===== config.mk =====
export PLATFORM = sky130hd
export DESIGN_NAME = rf_wb_arbiter
export DESIGN_NICKNAME = d
export VERILOG_FILES = /design/src/rtl/rf_pkg.sv /design/src/rtl/rr_arbiter.sv /design/src/rtl/rf_wb_arbiter.sv
export SDC_FILE = /design/constraint.sdc
export NUM_CORES = 1
export LEC_CHECK = 0
export BUFFER_PORTS_ARGS = -buffer_cell sky130_fd_sc_hd__buf_2
export CELL_PAD_IN_SITES_DETAIL_PLACEMENT = 1
export CELL_PAD_IN_SITES_GLOBAL_PLACEMENT = 1
export CORE_ASPECT_RATIO = 2
export CORE_UTILIZATION = 37
export CTS_BUF_LIST = sky130_fd_sc_hd__clkbuf_8
export DETAILED_ROUTE_END_ITERATION = 10
export GPL_TIMING_DRIVEN = 1
export PLACE_DENSITY_LB_ADDON = 0.1
export SYNTH_ARGS = -nofsm -noshare
export SYNTH_HDL_FRONTEND = slang
export SYNTH_SLANG_ARGS = --single-unit

===== constraint.sdc =====
create_clock -name clk -period 3.2 [get_ports clk]
set_input_delay 0.16 -clock clk [delete_from_list [all_inputs] [get_ports clk]]
set_output_delay 0.16 -clock clk [all_outputs]
set_load 0.05 [all_outputs]

===== src/rtl/rf_pkg.sv =====
// rtl/rf_pkg.sv - shared register-file constants for the write-back path
//
// Purpose: constants shared by the register-file write-back arbiter and
// its sub-modules.
//   DATA_WIDTH    : register data width
//   ADDRESS_WIDTH : register address width
//   NUM_REGS      : number of architectural registers
//   REG_ZERO      : hard-wired zero register index
package rf_pkg;

  localparam int DATA_WIDTH    = 32;
  localparam int ADDRESS_WIDTH = 5;
  localparam int NUM_REGS      = 32;
  localparam int REG_ZERO      = 0;

endpackage


===== src/rtl/rr_arbiter.sv =====
// rtl/rr_arbiter.sv - combinational round-robin grant selection
//
// Purpose: picks the first asserted request scanning upward from ptr and
// wrapping modulo NUM_REQ. Holds no state; the pointer lives in the caller.
// Ports:
//   req         in  NUM_REQ  request vector
//   ptr         in  PTR_W    index of the highest-priority requester
//   grant       out NUM_REQ  one-hot grant, zero when nothing requests
//   grant_idx   out PTR_W    index of the granted requester (0 if none)
//   grant_valid out 1        some requester was granted
module rr_arbiter #(
  parameter int NUM_REQ = 3,
  parameter int PTR_W   = $clog2(NUM_REQ)
) (
  input  logic [NUM_REQ-1:0] req,
  input  logic [PTR_W-1:0]   ptr,
  output logic [NUM_REQ-1:0] grant,
  output logic [PTR_W-1:0]   grant_idx,
  output logic               grant_valid
);

  always_comb begin
    int idx;
    grant       = '0;
    grant_idx   = '0;
    grant_valid = 1'b0;
    idx         = 0;
    for (int k = 0; k < NUM_REQ; k++) begin
      idx = (int'(ptr) + k) % NUM_REQ;
      if (!grant_valid && req[idx]) begin
        grant_valid = 1'b1;
        grant[idx]  = 1'b1;
        grant_idx   = PTR_W'(idx);
      end
    end
  end

endmodule


===== src/rtl/rf_wb_arbiter.sv =====
// rtl/rf_wb_arbiter.sv - write-back arbiter and pending-write scoreboard
//
// Purpose: shares the register file's single write port among NUM_REQ
// write-back requesters with round-robin valid/ready arbitration, and
// tracks in-flight destinations so decode can stall on RAW hazards.
// Ports:
//   clk, rst                  clock, synchronous active-high reset
//   req_valid / req_ready     per-requester handshake (ready one-hot or 0)
//   req_dest / req_data       packed per-requester destination and data
//   issue_valid / issue_dest  decode issues a write to issue_dest
//   issue_ready               issue accepted when high with issue_valid
//   rd_addr1 / rd_addr2       decode source addresses
//   rd1_pending / rd2_pending source has an outstanding write
//   rg_wrt_en/_dest/_data     registered register-file write port
module rf_wb_arbiter #(
  parameter int DATA_WIDTH    = rf_pkg::DATA_WIDTH,
  parameter int ADDRESS_WIDTH = rf_pkg::ADDRESS_WIDTH,
  parameter int NUM_REGS      = rf_pkg::NUM_REGS,
  parameter int NUM_REQ       = 3
) (
  input  logic                            clk,
  input  logic                            rst,
  input  logic [NUM_REQ-1:0]              req_valid,
  output logic [NUM_REQ-1:0]              req_ready,
  input  logic [NUM_REQ*ADDRESS_WIDTH-1:0] req_dest,
  input  logic [NUM_REQ*DATA_WIDTH-1:0]   req_data,
  input  logic                            issue_valid,
  input  logic [ADDRESS_WIDTH-1:0]        issue_dest,
  output logic                            issue_ready,
  input  logic [ADDRESS_WIDTH-1:0]        rd_addr1,
  input  logic [ADDRESS_WIDTH-1:0]        rd_addr2,
  output logic                            rd1_pending,
  output logic                            rd2_pending,
  output logic                            rg_wrt_en,
  output logic [ADDRESS_WIDTH-1:0]        rg_wrt_dest,
  output logic [DATA_WIDTH-1:0]           rg_wrt_data
);

  import rf_pkg::*;

  localparam int PTR_W = $clog2(NUM_REQ);
  localparam logic [ADDRESS_WIDTH-1:0] ZERO_ADDR = ADDRESS_WIDTH'(REG_ZERO);

  logic [PTR_W-1:0]         rr_ptr;
  logic [NUM_REQ-1:0]       grant;
  logic [PTR_W-1:0]         grant_idx;
  logic                     grant_valid;
  logic                     grant_fire;
  logic [ADDRESS_WIDTH-1:0] sel_dest;
  logic [DATA_WIDTH-1:0]    sel_data;
  logic [NUM_REGS-1:0]      pending;
  logic [NUM_REGS-1:0]      pending_next;
  logic                     clr_issue;
  logic                     clr_rd1;
  logic                     clr_rd2;
  logic                     issue_fire;

  rr_arbiter #(
    .NUM_REQ (NUM_REQ),
    .PTR_W   (PTR_W)
  ) u_rr_arbiter (
    .req         (req_valid),
    .ptr         (rr_ptr),
    .grant       (grant),
    .grant_idx   (grant_idx),
    .grant_valid (grant_valid)
  );

  // Nothing is accepted while reset is held.
  assign req_ready  = rst ? '0 : grant;
  assign grant_fire = grant_valid && !rst;

  assign sel_dest = req_dest[int'(grant_idx)*ADDRESS_WIDTH +: ADDRESS_WIDTH];
  assign sel_data = req_data[int'(grant_idx)*DATA_WIDTH +: DATA_WIDTH];

  // A write on the port this cycle retires its destination; the register
  // file captures on the negedge, so readers may treat it as already done.
  assign clr_issue = rg_wrt_en && (rg_wrt_dest == issue_dest);
  assign clr_rd1   = rg_wrt_en && (rg_wrt_dest == rd_addr1);
  assign clr_rd2   = rg_wrt_en && (rg_wrt_dest == rd_addr2);

  assign issue_ready = !rst && ((issue_dest == ZERO_ADDR) ||
                                !pending[issue_dest] || clr_issue);
  assign issue_fire  = issue_valid && issue_ready && (issue_dest != ZERO_ADDR);

  assign rd1_pending = !rst && pending[rd_addr1] && !clr_rd1;
  assign rd2_pending = !rst && pending[rd_addr2] && !clr_rd2;

  // Clear first, then set, so a same-cycle re-issue keeps the bit high.
  always_comb begin
    pending_next = pending;
    if (rg_wrt_en) begin
      pending_next[rg_wrt_dest] = 1'b0;
    end
    if (issue_fire) begin
      pending_next[issue_dest] = 1'b1;
    end
    pending_next[REG_ZERO] = 1'b0;
  end

  always_ff @(posedge clk) begin
    if (rst) begin
      pending <= '0;
    end else begin
      pending <= pending_next;
    end
  end

  always_ff @(posedge clk) begin
    if (rst) begin
      rr_ptr <= '0;
    end else if (grant_fire) begin
      rr_ptr <= (grant_idx == PTR_W'(NUM_REQ - 1)) ? '0 : grant_idx + 1'b1;
    end
  end

  // Writes to x0 are handshaken but never reach the port.
  always_ff @(posedge clk) begin
    if (rst) begin
      rg_wrt_en   <= 1'b0;
      rg_wrt_dest <= '0;
      rg_wrt_data <= '0;
    end else if (grant_fire && (sel_dest != ZERO_ADDR)) begin
      rg_wrt_en   <= 1'b1;
      rg_wrt_dest <= sel_dest;
      rg_wrt_data <= sel_data;
    end else begin
      rg_wrt_en   <= 1'b0;
      rg_wrt_dest <= '0;
      rg_wrt_data <= '0;
    end
  end

endmodule


==> metrics.cfg <==
[worst_setup_path]
critPathMaxFanout=33
critPathKind=reg -> reg
r2r_end=rg_wrt_data[28]$_SDFF_PP0_
slowest_stage=or4_1
crit_path_max_incr_delay_ps=420
reg2reg_depth=10
r2r-start=rr_ptr[1]$_SDFFE_PP0P_
ff2ff_setup_slack_ps=350
cp.required_ps=3410
crit_path_end_kind=flip-flop
worstPathCellList=inv_1 > ha_1 > mux2i_1 > o221ai_1 > a22o_2 > or4_1 > a31o_1 > o21bai_4 > buf_12 > a211oi_1
crit_arrival_ps=3060
crit_path_start_kind=flip-flop

[grt]
grt_max_degree=45
antenna_found_initial=0
grt_pass1_wl_mm=24.4
grt-ovfl-total=0
grt_pass1_vias=4885
grtUsageTotal=0.260

[routing]
route.detailed.wl_per_inst_um=19.7
dr.pass1.iters=4
routed_wl_mm=15.8
vias=4480
viasPerCell=5.61
ant_nets=0
drt_drc_violations_left=0
drtIter0Drc=191

[flow_run]
maxCapViolations=0

[yosys]
syn_area_per_cell_um2=9.09
synthCells=495
yosysSeqAreaShare=0.316
ys_warn_count=0
ys_types=47
syn-num-nets=631
synth_top_flop_cell=dfxtp_1
synthArstFlopShare=0
synth_area_um2=4500
ys_ff_latch=71
synth_edf_count=0

[cts]
cts-resized-gates=0
post_cts_buffers=0
clock_sinks=71
cts-hold-fix-buffers=0
cts_root_buffer=clkbuf_8
clk_latency_ps=350
path_clk_slew_ps=80
numCtsBuffers=9
cts_tree=built
htree_levels=3
cts_buffer_depth=2

[place]
dp_hpwl_mm=12.8
dp_cells=783
gp_congestion=0.873
io_buffers=175

[pwr]
worst_ir_drop_vdd_v=0.000446
powerDensity_nw_per_um2=834
leakage_uw=0.00238
totalPowerFinal_uw=4720

[floorplan]
die-area_um2=12600
start_util=0.382
die_h_um=158
die_w_um=80.0
rows=56
core_area_um2=11800
io_pins=176

[timing]
period_needed_ps=2850
drv_slew=0
fmax_ghz=0.351
rsz0062_at_grt=false
tns_ps=0
finalCritPeriodShare=0.891
finalHoldViolCount=0
whs_ps=87.3
finalSetupViolations=0
clock-skew-final_ps=11.4
max_slew_margin=0.509
worst_pin_slew_ps=736

[min_path]
hold_depth=3
whs_endpoint=rg_wrt_data[29]$_SDFF_PP0_
min_path_type=in -> reg
min_from=req_data[93]

[status]
outcome=complete, no violations

[final_layout]
layout-drive-gt1-share=0.364
fin_nets=785
diodes=0
finalNonFillerCells=799
synthToLayoutAreaGrowth_pct=25.8

[cell families (layout without fill, tap and decap cells)]
family | count (synthesis) | after routing | synth area share
flip-flops | 71 | 71 | 0.316
XOR/XNOR | 15 | 15 | 0.0292
AND/OR/NAND/NOR | 166 | 166 | 0.194
AO/OA/AOI/OAI | 116 | 116 | 0.163
adder cells (fa/ha/maj) | 4 | 4 | 0.0111
buffers and inverters | 47 | 206 | 0.0484
multiplexers | 76 | 76 | 0.239
[per-stage QoR]
| stage | setup WS [ps] | area (µm²) | utilization |
|---|---|---|---|
| 4_1_cts | 325 | 5660 | 0.481 |
| 5_1_grt | 119 | 5660 | 0.481 |
| 3_3_place_gp | 474 | 5460 | 0.464 |
| 3_5_place_dp | 333 | 5460 | 0.464 |
| 2_1_floorplan | 502 | 4500 | - |
| 6_report | 349 | 5660 | 0.481 |
[cells in the final DEF, fill, tap and decap left out, types with 2 or more instances in the layout]
master and count:
dfxtp_1 71, nor4_1 4, buf_4 7, nor2b_1 22, ha_1 4, a31oi_1 3
inv_1 6, or2_2 7, nand3b_1 25, nand2_1 33, o21ai_0 47, a311oi_1 2
mux4_2 25, a211oi_1 37, nand3_1 7, clkinvlp_4 3, or4_1 2, xor2_1 12
mux2_2 2, buf_12 2, buf_2 175, nor3b_1 5, clkbuf_8 10, a21oi_1 9
nor2_1 49, o21ai_1 6, nor3_1 6, mux2i_1 49, xnor2_1 3
[state kept, by name, summed over array words and instances (netlist names)]
signal / cells
rg_wrt_en: 1
rg_wrt_data: 32
rr_ptr: 2
rg_wrt_dest: 5
pending: 31
[report_power, final]
group | switching, µW | leakage, µW | total (µW) | internal, µW
Combinational | 1880 | 0.00170 | 2790 | 913
Clock | 351 | 0.0000957 | 728 | 377
Sequential | 114 | 0.000582 | 1200 | 1090
[final cells by class]
class	count	area (µm²)
Clock buffer	10	138
Clock inverter	6	61.3
Tap cell	145	181
Multi-Input combinational cell	377	2870
Timing Repair Buffer	184	968
Inverter	6	22.5
Fill cell	1473	6110
Sequential cell	71	1420
[per-layer routing]
metal  global-route usage  wire, µm  up-vias
met5                    0         0        -
met4                0.134       602        0
met3               0.0605       858       40
met2                0.518      9150      181
met1                0.230      5150     2130
li1                     -         -     2129
[worst max-delay path by stage]
stage	from	to	slack, ps	depth (start not counted)
final	rr_ptr[1]$_SDFFE_PP0P_	rg_wrt_data[28]$_SDFF_PP0_	350	10
after global routing	rr_ptr[1]$_SDFFE_PP0P_	rg_wrt_data[0]$_SDFF_PP0_	120	10
after CTS	rr_ptr[1]$_SDFFE_PP0P_	rg_wrt_data[20]$_SDFF_PP0_	330	10
after detailed placement	rr_ptr[1]$_SDFFE_PP0P_	rg_wrt_data[20]$_SDFF_PP0_	330	10
after global placement	rr_ptr[1]$_SDFFE_PP0P_	rg_wrt_data[18]$_SDFF_PP0_	470	10
after floorplan	rr_ptr[0]$_SDFFE_PP0P_	rg_wrt_data[10]$_SDFF_PP0_	500	12
[Yosys cell counts, types with 3 or more instances]
cell type | count | share of area
nand2_1 | 33 | 0.028
mux4_2 | 25 | 0.13
dfxtp_1 | 71 | 0.32
clkbuf_1 | 28 | 0.023
a31oi_1 | 3 | 0.0042
nand3b_1 | 25 | 0.042
or2_2 | 7 | 0.0097
a211oi_1 | 37 | 0.062
xor2_1 | 12 | 0.023
buf_6 | 4 | 0.010
ha_1 | 4 | 0.011
nor3_1 | 6 | 0.0067
inv_1 | 5 | 0.0042
o21ai_1 | 6 | 0.0067
nand3_1 | 7 | 0.0078
nor2b_1 | 22 | 0.031
o21ai_0 | 47 | 0.052
buf_2 | 6 | 0.0067
nor4_1 | 4 | 0.0056
xnor2_1 | 3 | 0.0058
nor2_1 | 49 | 0.041
nor3b_1 | 5 | 0.0083
a21oi_1 | 9 | 0.010
mux2i_1 | 49 | 0.11
[worst max-delay path, delay by kind of cell (launching register included)]
| family | cells | cell delay [ps] |
|---|---|---|
| AO/OA/AOI/OAI | 5 | 990 |
| adder cells (fa/ha/maj) | 1 | 340 |
| buffers and inverters | 2 | 280 |
| flip-flops | 1 | 340 |
| multiplexers | 1 | 340 |
| AND/OR/NAND/NOR | 1 | 420 |
(Power assumes the default switching activity.)
